===== src/rtl/cpu_bus_responder.sv =====
`default_nettype none
// ============================================================================
//  Module      : cpu_bus_responder
//  Description : Target side of the CPU bus. Captures a request from the
//                address/data/valid handshake and decodes it to internal RAM
//                ($0000-$1FFF, 2 KiB mirrored x4), PRG ROM ($8000-$FFFF) or
//                unmapped space. It then services the request through a
//                synchronous RAM port or a variable-latency ROM port, and
//                presents the result with a held valid flag.
//  Revision    : 1.0 - initial release
// ----------------------------------------------------------------------------
//  Ports
//   clock_i           in   1   single clock, rising edge
//   reset_i           in   1   synchronous, active-low reset
//   address_i         in  16   CPU address
//   address_valid_i   in   1   CPU address valid (level)
//   data_i            in   8   CPU write data
//   data_valid_i      in   1   write strobe (write when high with address valid)
//   data_o            out  8   read data / open-bus value
//   data_valid_o      out  1   response valid, held until the request changes
//   ram_address_o     out 11   RAM word address
//   ram_data_o        out  8   RAM write data
//   ram_write_o       out  1   RAM write enable, one-cycle pulse
//   ram_data_i        in   8   RAM read data, RAM_LATENCY after address
//   rom_address_o     out 15   ROM address
//   rom_read_o        out  1   ROM read request, one-cycle pulse
//   rom_data_i        in   8   ROM read data
//   rom_data_valid_i  in   1   ROM data qualifier, one-cycle pulse
// ============================================================================
module cpu_bus_responder #(
   parameter int ROM_TIMEOUT = 8,  // cycles to wait for ROM data (>=2)
   parameter int RAM_LATENCY = 1   // RAM read latency in cycles (1..3)
) (
   input  logic        clock_i,
   input  logic        reset_i,
   input  logic [15:0] address_i,
   input  logic        address_valid_i,
   input  logic [7:0]  data_i,
   input  logic        data_valid_i,
   output logic [7:0]  data_o,
   output logic        data_valid_o,
   output logic [10:0] ram_address_o,
   output logic [7:0]  ram_data_o,
   output logic        ram_write_o,
   input  logic [7:0]  ram_data_i,
   output logic [14:0] rom_address_o,
   output logic        rom_read_o,
   input  logic [7:0]  rom_data_i,
   input  logic        rom_data_valid_i
);

   // The wait counter only ever needs to reach ROM_TIMEOUT; RAM_LATENCY is
   // at most 3 and ROM_TIMEOUT at least 2, so this width covers both.
   localparam int               CNT_W      = $clog2(ROM_TIMEOUT + 1);
   localparam logic [CNT_W-1:0] c_ROM_LAST = CNT_W'(ROM_TIMEOUT);
   localparam logic [CNT_W-1:0] c_RAM_LAST = CNT_W'(RAM_LATENCY - 1);
   localparam logic [CNT_W-1:0] c_CNT_ONE  = CNT_W'(1);

   typedef enum logic [2:0] {
      S_IDLE     = 3'd0,
      S_DECODE   = 3'd1,
      S_RAM_WAIT = 3'd2,
      S_ROM_WAIT = 3'd3,
      S_HOLD     = 3'd4
   } state_t;

   state_t           r_state;
   state_t           w_next_state;

   logic [15:0]      r_addr;
   logic [7:0]       r_wdata;
   logic             r_write;
   logic [CNT_W-1:0] r_cnt;
   logic [7:0]       r_data;
   logic [7:0]       r_open_bus;
   logic             r_valid;
   logic             r_ram_write;
   logic             r_rom_read;

   logic             w_capture;
   logic             w_load_data;
   logic [7:0]       w_data_next;
   logic             w_cnt_clr;
   logic             w_cnt_inc;
   logic             w_valid_next;
   logic             w_ram_write;
   logic             w_rom_read;
   logic             w_is_ram;
   logic             w_is_rom;

   // $0000-$1FFF is RAM (bits 12:11 ignored -> mirroring), $8000-$FFFF ROM.
   assign w_is_ram = (r_addr[15:13] == 3'b000);
   assign w_is_rom = r_addr[15];

   // ------------------------------------------------------------------------
   // State register
   // ------------------------------------------------------------------------
   always_ff @(posedge clock_i) begin
      if (!reset_i) begin
         r_state <= S_IDLE;
      end else begin
         r_state <= w_next_state;
      end
   end

   // ------------------------------------------------------------------------
   // Next-state and control decode
   // ------------------------------------------------------------------------
   always_comb begin
      w_next_state = r_state;
      w_capture    = 1'b0;
      w_load_data  = 1'b0;
      w_data_next  = r_data;
      w_cnt_clr    = 1'b0;
      w_cnt_inc    = 1'b0;
      w_valid_next = 1'b0;
      w_ram_write  = 1'b0;
      w_rom_read   = 1'b0;

      case (r_state)
         S_IDLE: begin
            if (address_valid_i) begin
               w_capture    = 1'b1;
               w_next_state = S_DECODE;
            end
         end

         S_DECODE: begin
            w_cnt_clr = 1'b1;
            if (w_is_ram) begin
               if (r_write) begin
                  w_ram_write  = 1'b1;
                  w_load_data  = 1'b1;
                  w_data_next  = r_wdata;
                  w_next_state = S_HOLD;
               end else begin
                  w_next_state = S_RAM_WAIT;
               end
            end else if (w_is_rom && !r_write) begin
               w_rom_read   = 1'b1;
               w_next_state = S_ROM_WAIT;
            end else begin
               // ROM write or unmapped: no port activity. A write still
               // drives its own byte onto the bus; a read sees open bus.
               w_load_data  = 1'b1;
               w_data_next  = r_write ? r_wdata : r_open_bus;
               w_next_state = S_HOLD;
            end
         end

         S_RAM_WAIT: begin
            if (r_cnt == c_RAM_LAST) begin
               w_load_data  = 1'b1;
               w_data_next  = ram_data_i;
               w_next_state = S_HOLD;
            end else begin
               w_cnt_inc = 1'b1;
            end
         end

         S_ROM_WAIT: begin
            // Data arriving on the final allowed cycle wins over timeout.
            if (rom_data_valid_i) begin
               w_load_data  = 1'b1;
               w_data_next  = rom_data_i;
               w_next_state = S_HOLD;
            end else if (r_cnt == c_ROM_LAST) begin
               w_load_data  = 1'b1;
               w_data_next  = r_open_bus;
               w_next_state = S_HOLD;
            end else begin
               w_cnt_inc = 1'b1;
            end
         end

         S_HOLD: begin
            // A different address (or dropped valid) is a new request; the
            // same address held valid is the same request and is not redone.
            if (!address_valid_i || (address_i != r_addr)) begin
               w_next_state = S_IDLE;
            end else begin
               w_valid_next = 1'b1;
            end
         end

         default: begin
            w_next_state = S_IDLE;
         end
      endcase
   end

   // ------------------------------------------------------------------------
   // Datapath registers
   // ------------------------------------------------------------------------
   always_ff @(posedge clock_i) begin
      if (!reset_i) begin
         r_addr      <= 16'h0000;
         r_wdata     <= 8'h00;
         r_write     <= 1'b0;
         r_cnt       <= '0;
         r_data      <= 8'h00;
         r_open_bus  <= 8'h00;
         r_valid     <= 1'b0;
         r_ram_write <= 1'b0;
         r_rom_read  <= 1'b0;
      end else begin
         if (w_capture) begin
            r_addr  <= address_i;
            r_wdata <= data_i;
            r_write <= data_valid_i;
         end
         if (w_cnt_clr) begin
            r_cnt <= '0;
         end else if (w_cnt_inc) begin
            r_cnt <= r_cnt + c_CNT_ONE;
         end
         if (w_load_data) begin
            r_data     <= w_data_next;
            r_open_bus <= w_data_next;
         end
         r_valid     <= w_valid_next;
         r_ram_write <= w_ram_write;
         r_rom_read  <= w_rom_read;
      end
   end

   assign data_o        = r_data;
   assign data_valid_o  = r_valid;
   assign ram_address_o = r_addr[10:0];
   assign ram_data_o    = r_wdata;
   assign ram_write_o   = r_ram_write;
   assign rom_address_o = r_addr[14:0];
   assign rom_read_o    = r_rom_read;

endmodule
`default_nettype wire


===== config.mk =====
export PLATFORM = sky130hd
export DESIGN_NAME = cpu_bus_responder
export DESIGN_NICKNAME = d
export VERILOG_FILES = /design/src/rtl/cpu_bus_responder.sv
export SDC_FILE = /design/constraint.sdc
export NUM_CORES = 1
export LEC_CHECK = 0
export CORE_MARGIN = 2
export CORE_UTILIZATION = 39
export DETAILED_ROUTE_END_ITERATION = 8
export PLACE_DENSITY = 0.87
export SETUP_SLACK_MARGIN = 0.15
export SKIP_LAST_GASP = 1
export SLEW_MARGIN = 20
export SYNTH_ARGS = -nofsm -noshare
export SYNTH_HDL_FRONTEND = slang
export SYNTH_SLANG_ARGS = --single-unit

===== constraint.sdc =====
create_clock -name clock_i -period 1.59 [get_ports clock_i]
set_input_delay 0.2385 -clock clock_i [delete_from_list [all_inputs] [get_ports clock_i]]
set_output_delay 0.2385 -clock clock_i [all_outputs]
set_load 0.005 [all_outputs]

---- Yosys cells after proc, flatten, opt, wreduce, memory -nomap -nowiden ----
Index checks and enable logic that the tools add are counted.
word-level totals
  input port bits ......................... 45
  output and inout port bits .............. 45
  bits in registers ....................... 43
  logic and storage cells ................. 69
operators by class
  bitwise gates (word level) .............. 2
  muxes and demuxes ....................... 31
  reductions and logical operators ........ 14
  add/subtract/negate cells ............... 1
  equal/unequal tests ..................... 12
operator list
  cell                                           number
  two-way mux 8 bit                              5
  two-way mux 3 bit                              8
  one-hot mux 8 bit (3 select lines)             1
  != test 16 bit                                 1
  one-hot mux 3 bit (5 select lines)             1
  two-way mux 1 bit                              14
  != test 2 bit, second input constant           4
  == test 3 x 2 -> 1 bit, second input constant  2
  logical NOT 3 bit                              2
  != test 3 bit, second input constant           2
  AND reduction 5 bit                            1
  adder 4 x 1 -> 4 bit, second input constant    1
  == test 4 bit, second input constant           1
  logical NOT 4 bit                              1
  AND reduction 4 bit                            1
  == test 3 x 1 -> 1 bit, second input constant  1
  == test 3 bit, second input constant           1
  one-hot mux 1 bit (3 select lines)             1
  AND reduction 3 bit                            1
  nonzero test 3 bit                             1
  OR reduction 3 bit                             1
  logical NOT 1 bit                              2
  inverter 1 bit                                 2
  one-hot mux 1 bit (2 select lines)             1
  other kinds (4)                                4

---- Logic depth before layout (Yosys ltp) ----
  depth after elaboration ................. 6
  depth in mapped cells ................... 8
  gate-level depth less buffers ........... 7

---- Worst setup path before layout ----
OpenSTA, ideal clock, no wires.
  path kind ............................... flip-flop to flip-flop
  start ................................... register r_cnt[0]
  end ..................................... register r_open_bus[0]
  path slack .............................. -0.145 ns
  arrival time ............................ 1.619 ns
  library setup time ...................... 0.116 ns
  path buffers ............................ 1
  period minus slack after synthesis ...... 1.735 ns
  stages on the path, launching flop included .. 9
  required time ........................... 1.474 ns
  path through ............................ dfxtp_1 inv_1 ha_1 or4b_4 o22ai_1 and2b_1 buf_6 mux2i_1 nor2b_1
between the ends
  word-level cells in the longest chain between the ends .. 5
  elaborated cells on any way between the ends .. 8
  classes of those cells .................. eq/ne (2); mux (4); reduce/logical (2)
ends and longest elaborated chain
  what                                      RTL line  text
  from (decl)                               73        logic [CNT_W-1:0] r_cnt;
  from (signal assigned)                    215       r_cnt <= r_cnt + c_CNT_ONE;
  == test 4 bit                             167       end else if (r_cnt == c_ROM_LAST) begin
  two-way mux 1 bit                         167
  two-way mux 1 bit                         163       if (rom_data_valid_i) begin
  one-hot mux 1 bit (3 select lines)        120       case (r_state)
  AND reduction 5 bit (no source line) (*)  --
  to (signal assigned)                      219       r_open_bus <= w_data_next;
  to (decl)                                 75        logic [7:0] r_open_bus;
Mark *: on every way between the ends. The rest lies on a longest branch, timed or not.
A chain may end at the register's enable or synchronous reset.

---- Final worst setup path ----
  start ................................... register r_cnt[1]
  end ..................................... register r_open_bus[7]
Same word-level chain as after synthesis.

==> results.md <==
- Root Buffer: clkbuf_8
- Pwr dens: 766.5 nW/um^2
- Clock buffer depth: 2
- Yosys top cell area share: 0.3797
- HPWL after DPL: 4229 microns
- Finished Cell Area: about 3600 sq um
- Starting density of the core: 0.4067
- Syn avg cell area: 8.366 sq um
- Slew headroom: 0.8042
- Hold Path Class: input pin to register
- Status: finished, violations left
- Flop pwr share: 0.433
- Static Leak: roughly 0.0018 uW
- Fin nets: about 400
- GRT Total Usage: 0.1797
- Worst VDD drop: just under 0.0006 V
- Power share of the combinational group: 0.250
- Via count: ~2100
- Worst setup EP type: register
- Post-DRT Antenna Nets: 0
- Ant diodes: 0
- Largest net degree at the start of global routing: 23
- Cell count after synthesis: roughly 270
- CTS tree: yes
- Core area: ~5600 sq um
- Failing checks: negative setup slack
- Clk Latency, worst-skew pair: around 0.30 ns
- Max cap viols: 0
- Wirelength per Cell: ~14 microns
- Cell accounting for the most synthesized area: dfxtp_1
- Max Freq: between 0.5 and 0.6 GHz
- Vias in the first global route: between 2000 and 2500
- Clock power frac: 0.317
- Sw Pwr: 734.3 uW
- Die height: approximately 80 microns
- Die footprint: roughly 6400 sq um
- Startpoint types: register
- Main synth FF type: dfxtp_1
- DRT iter0 DRCs: 71
- Crit path max fanout: 8
- Register area share after synthesis: 0.3797
- Min Tclk post-route: 1.768 ns
- Metal3 WL: approximately 390 microns
- First-pass GRT wire length: 8990 microns
- Area after DPL: between 3000 and 4000 sq um
- Total routed wirelength: slightly below 6000 microns
- Post-synth EDFFs: 0
- Die extent in x: 80.25 microns
- Fraction of registers with async set or reset after synthesis: 0
- Worst endpoint data arrival time: ~2.0 ns
- Required time worst endpoint: between 1.5 and 2 ns
- Congestion Overflow GR: 0
- Hold-fix buffers, CTS: 0
- Worst Slack Setup Final: -0.1783 ns
- Final Hold Vio Count: 0
- Num rows: 27
- Area grow syn2layout: 58.55%
- Core Util, Final: 0.6449
- TritonCTS Buffers: 5
- Port-buffer cells: between 80 and 90
- RD Place Congestion: 0.8257
- Clock sink count: 43
- Worst-path clk slew: approximately 0.08 ns
- DR vias/cell: roughly 4.9
- M1 wire length: 2426 microns
- Final setup viols: 14
- H-tree Lvls: 2
- Routed met2 length: roughly 3000 microns
- Synth area leaders: dfxtp_1 38%, nand2_1 11%, buf_4 8.6%
- Drt pass-1 iters: 4
- Final slew viol count: 0
- DRC Markers: 0
- Synth Register Bits: 43
- Initial antenna violation count: 0
- Setup Skew: between 0.009 and 0.01 ns
- Syn Nets: ~320
- Sw Share: 0.2665
- Yosys warns: 0
- Fillers: ~450
- Distinct cells, synth: 31
- I/O pins: 90
- Mapped cell area: 2267 sq um
- RSZ-0062 raised after global routing: yes
- WS Path Type: register to register
- Highest metal used: met4
- Share of layout cells above drive strength 1: 0.2431
- Worst slew pin tran: a little under 0.3 ns
- Cell Int Power: about 2000 uW
- Post-route setup TNS: -1.745 ns
- Final period util: 1.112
path summary, 6_finish.rpt:
path / from / endpoint / slack [ns] / depth (start not counted)
worst max-delay path: r_cnt[1] / r_open_bus[7] / -0.18 / 8
worst min-delay path: address_i[11] / r_addr[11] / 0.25 / 3
worst max register to register: r_cnt[1] / r_open_bus[7] / -0.18 / 8
worst min register to register: ram_data_o[0] / ram_data_o[0] / 0.47 / 2
cell usage in the layout, fill, tap and decap left out, types with 2 or more instances in the layout:
master	count
dfxtp_1	17
buf_6	5
clkdlybuf4s50_1	62
inv_1	3
nand2_1	65
nand4_1	3
buf_12	2
nor2b_1	8
o21ai_0	9
nor4_2	3
dfxtp_2	25
inv_2	2
dlymetal6s2s_1	23
mux2i_1	17
buf_4	26
a21boi_0	20
nor2_1	7
dlygate4sd2_1	4
o22ai_1	2
xor2_1	16
clkbuf_8	5
a21boi_1	5
nor2_2	2
layer usage:
metal	up-vias	track usage
met5	-	0
met4	0	0.06271
met3	17	0.06067
met2	63	0.3192
met1	1016	0.1985
li1	1047	-
state kept, by name, indices dropped and copies added, names as in the netlist:
| name | count |
|---|---|
| r_state | 3 |
| ram_write_o | 1 |
| ram_data_o | 8 |
| rom_read_o | 1 |
| data_valid_o | 1 |
| r_cnt | 4 |
| r_addr | 16 |
| r_write | 1 |
| r_open_bus | 8 |
through the flow:
| stage | instances | total power [uW] | setup WS [ns] | hold slack [ns] |
|---|---|---|---|---|
| 6_report | 434 | 2755 | -0.1783 | 0.2503 |
| 5_1_grt | 434 | 2899 | -0.2375 | 0.2583 |
| 4_1_cts | 424 | 2726 | -0.1734 | 0.4764 |
| 3_5_place_dp | 414 | 1824 | -0.3585 | 0.4819 |
| 3_3_place_gp | 414 | 1809 | -0.2884 | 0.4671 |
| 2_1_floorplan | 271 | 1524 | -0.08715 | 0.3834 |
cells by family (layout without fill, tap and decap cells):
group | count (synthesis) | in the layout | share of synthesized area
xor+xnor | 19 | 19 | 0.07340
mux | 18 | 18 | 0.07947
flops | 43 | 43 | 0.3797
simple gates | 102 | 102 | 0.2053
compound gates | 42 | 42 | 0.1264
fa+ha+maj | 2 | 2 | 0.01104
buf+inv | 45 | 136 | 0.1247
synthesized netlist by cell type (all sizes together), types with 4 or more instances:
| library cell | number |
|---|---|
| xor2 | 17 |
| nand2 | 66 |
| nor2 | 9 |
| mux2i | 18 |
| buf | 29 |
| nor2b | 9 |
| a21boi | 25 |
| clkbuf | 11 |
| inv | 5 |
| o21ai | 10 |
| nor4 | 4 |
| dfxtp | 43 |
final cells by class:
class	count	area [sq um]	share of cell area
timing repair buffer	123	1260	0.3505
clock inverter	3	46.29	0.01288
sequential	43	895.9	0.2492
clock buffer	5	68.82	0.01914
tap	72	90.09	0.02506
multi-input combinational	183	1215	0.3380
inverter	5	18.77	0.005221
critical path: stages, from the launching register on:
cell and delay (ns):
dfxtp_2 0.33, inv_2 0.07, ha_4 0.13, or4b_4 0.46, o22ai_2 0.09, and2b_2 0.18
buf_12 0.14, mux2i_2 0.20, nor2b_1 0.06
power by group through the flow:
stage	clock network, uW	logic, uW	registers, uW
3_3_place_gp	0	599	1210
3_5_place_dp	0	612	1210
6_report	874	689	1190
5_1_grt	953	746	1200
2_1_floorplan	0	321	1200
4_1_cts	903	627	1200
what timing repair did:
item,4_1_cts,5_1_grt
gates resized for setup,32,48
setup buffers,2,9
pin swaps,4,7
endpoints found under the hold margin,0,0
endpoints found under the setup margin,49,61
gates cloned,0,1
Power figures use the tool's default switching activity.
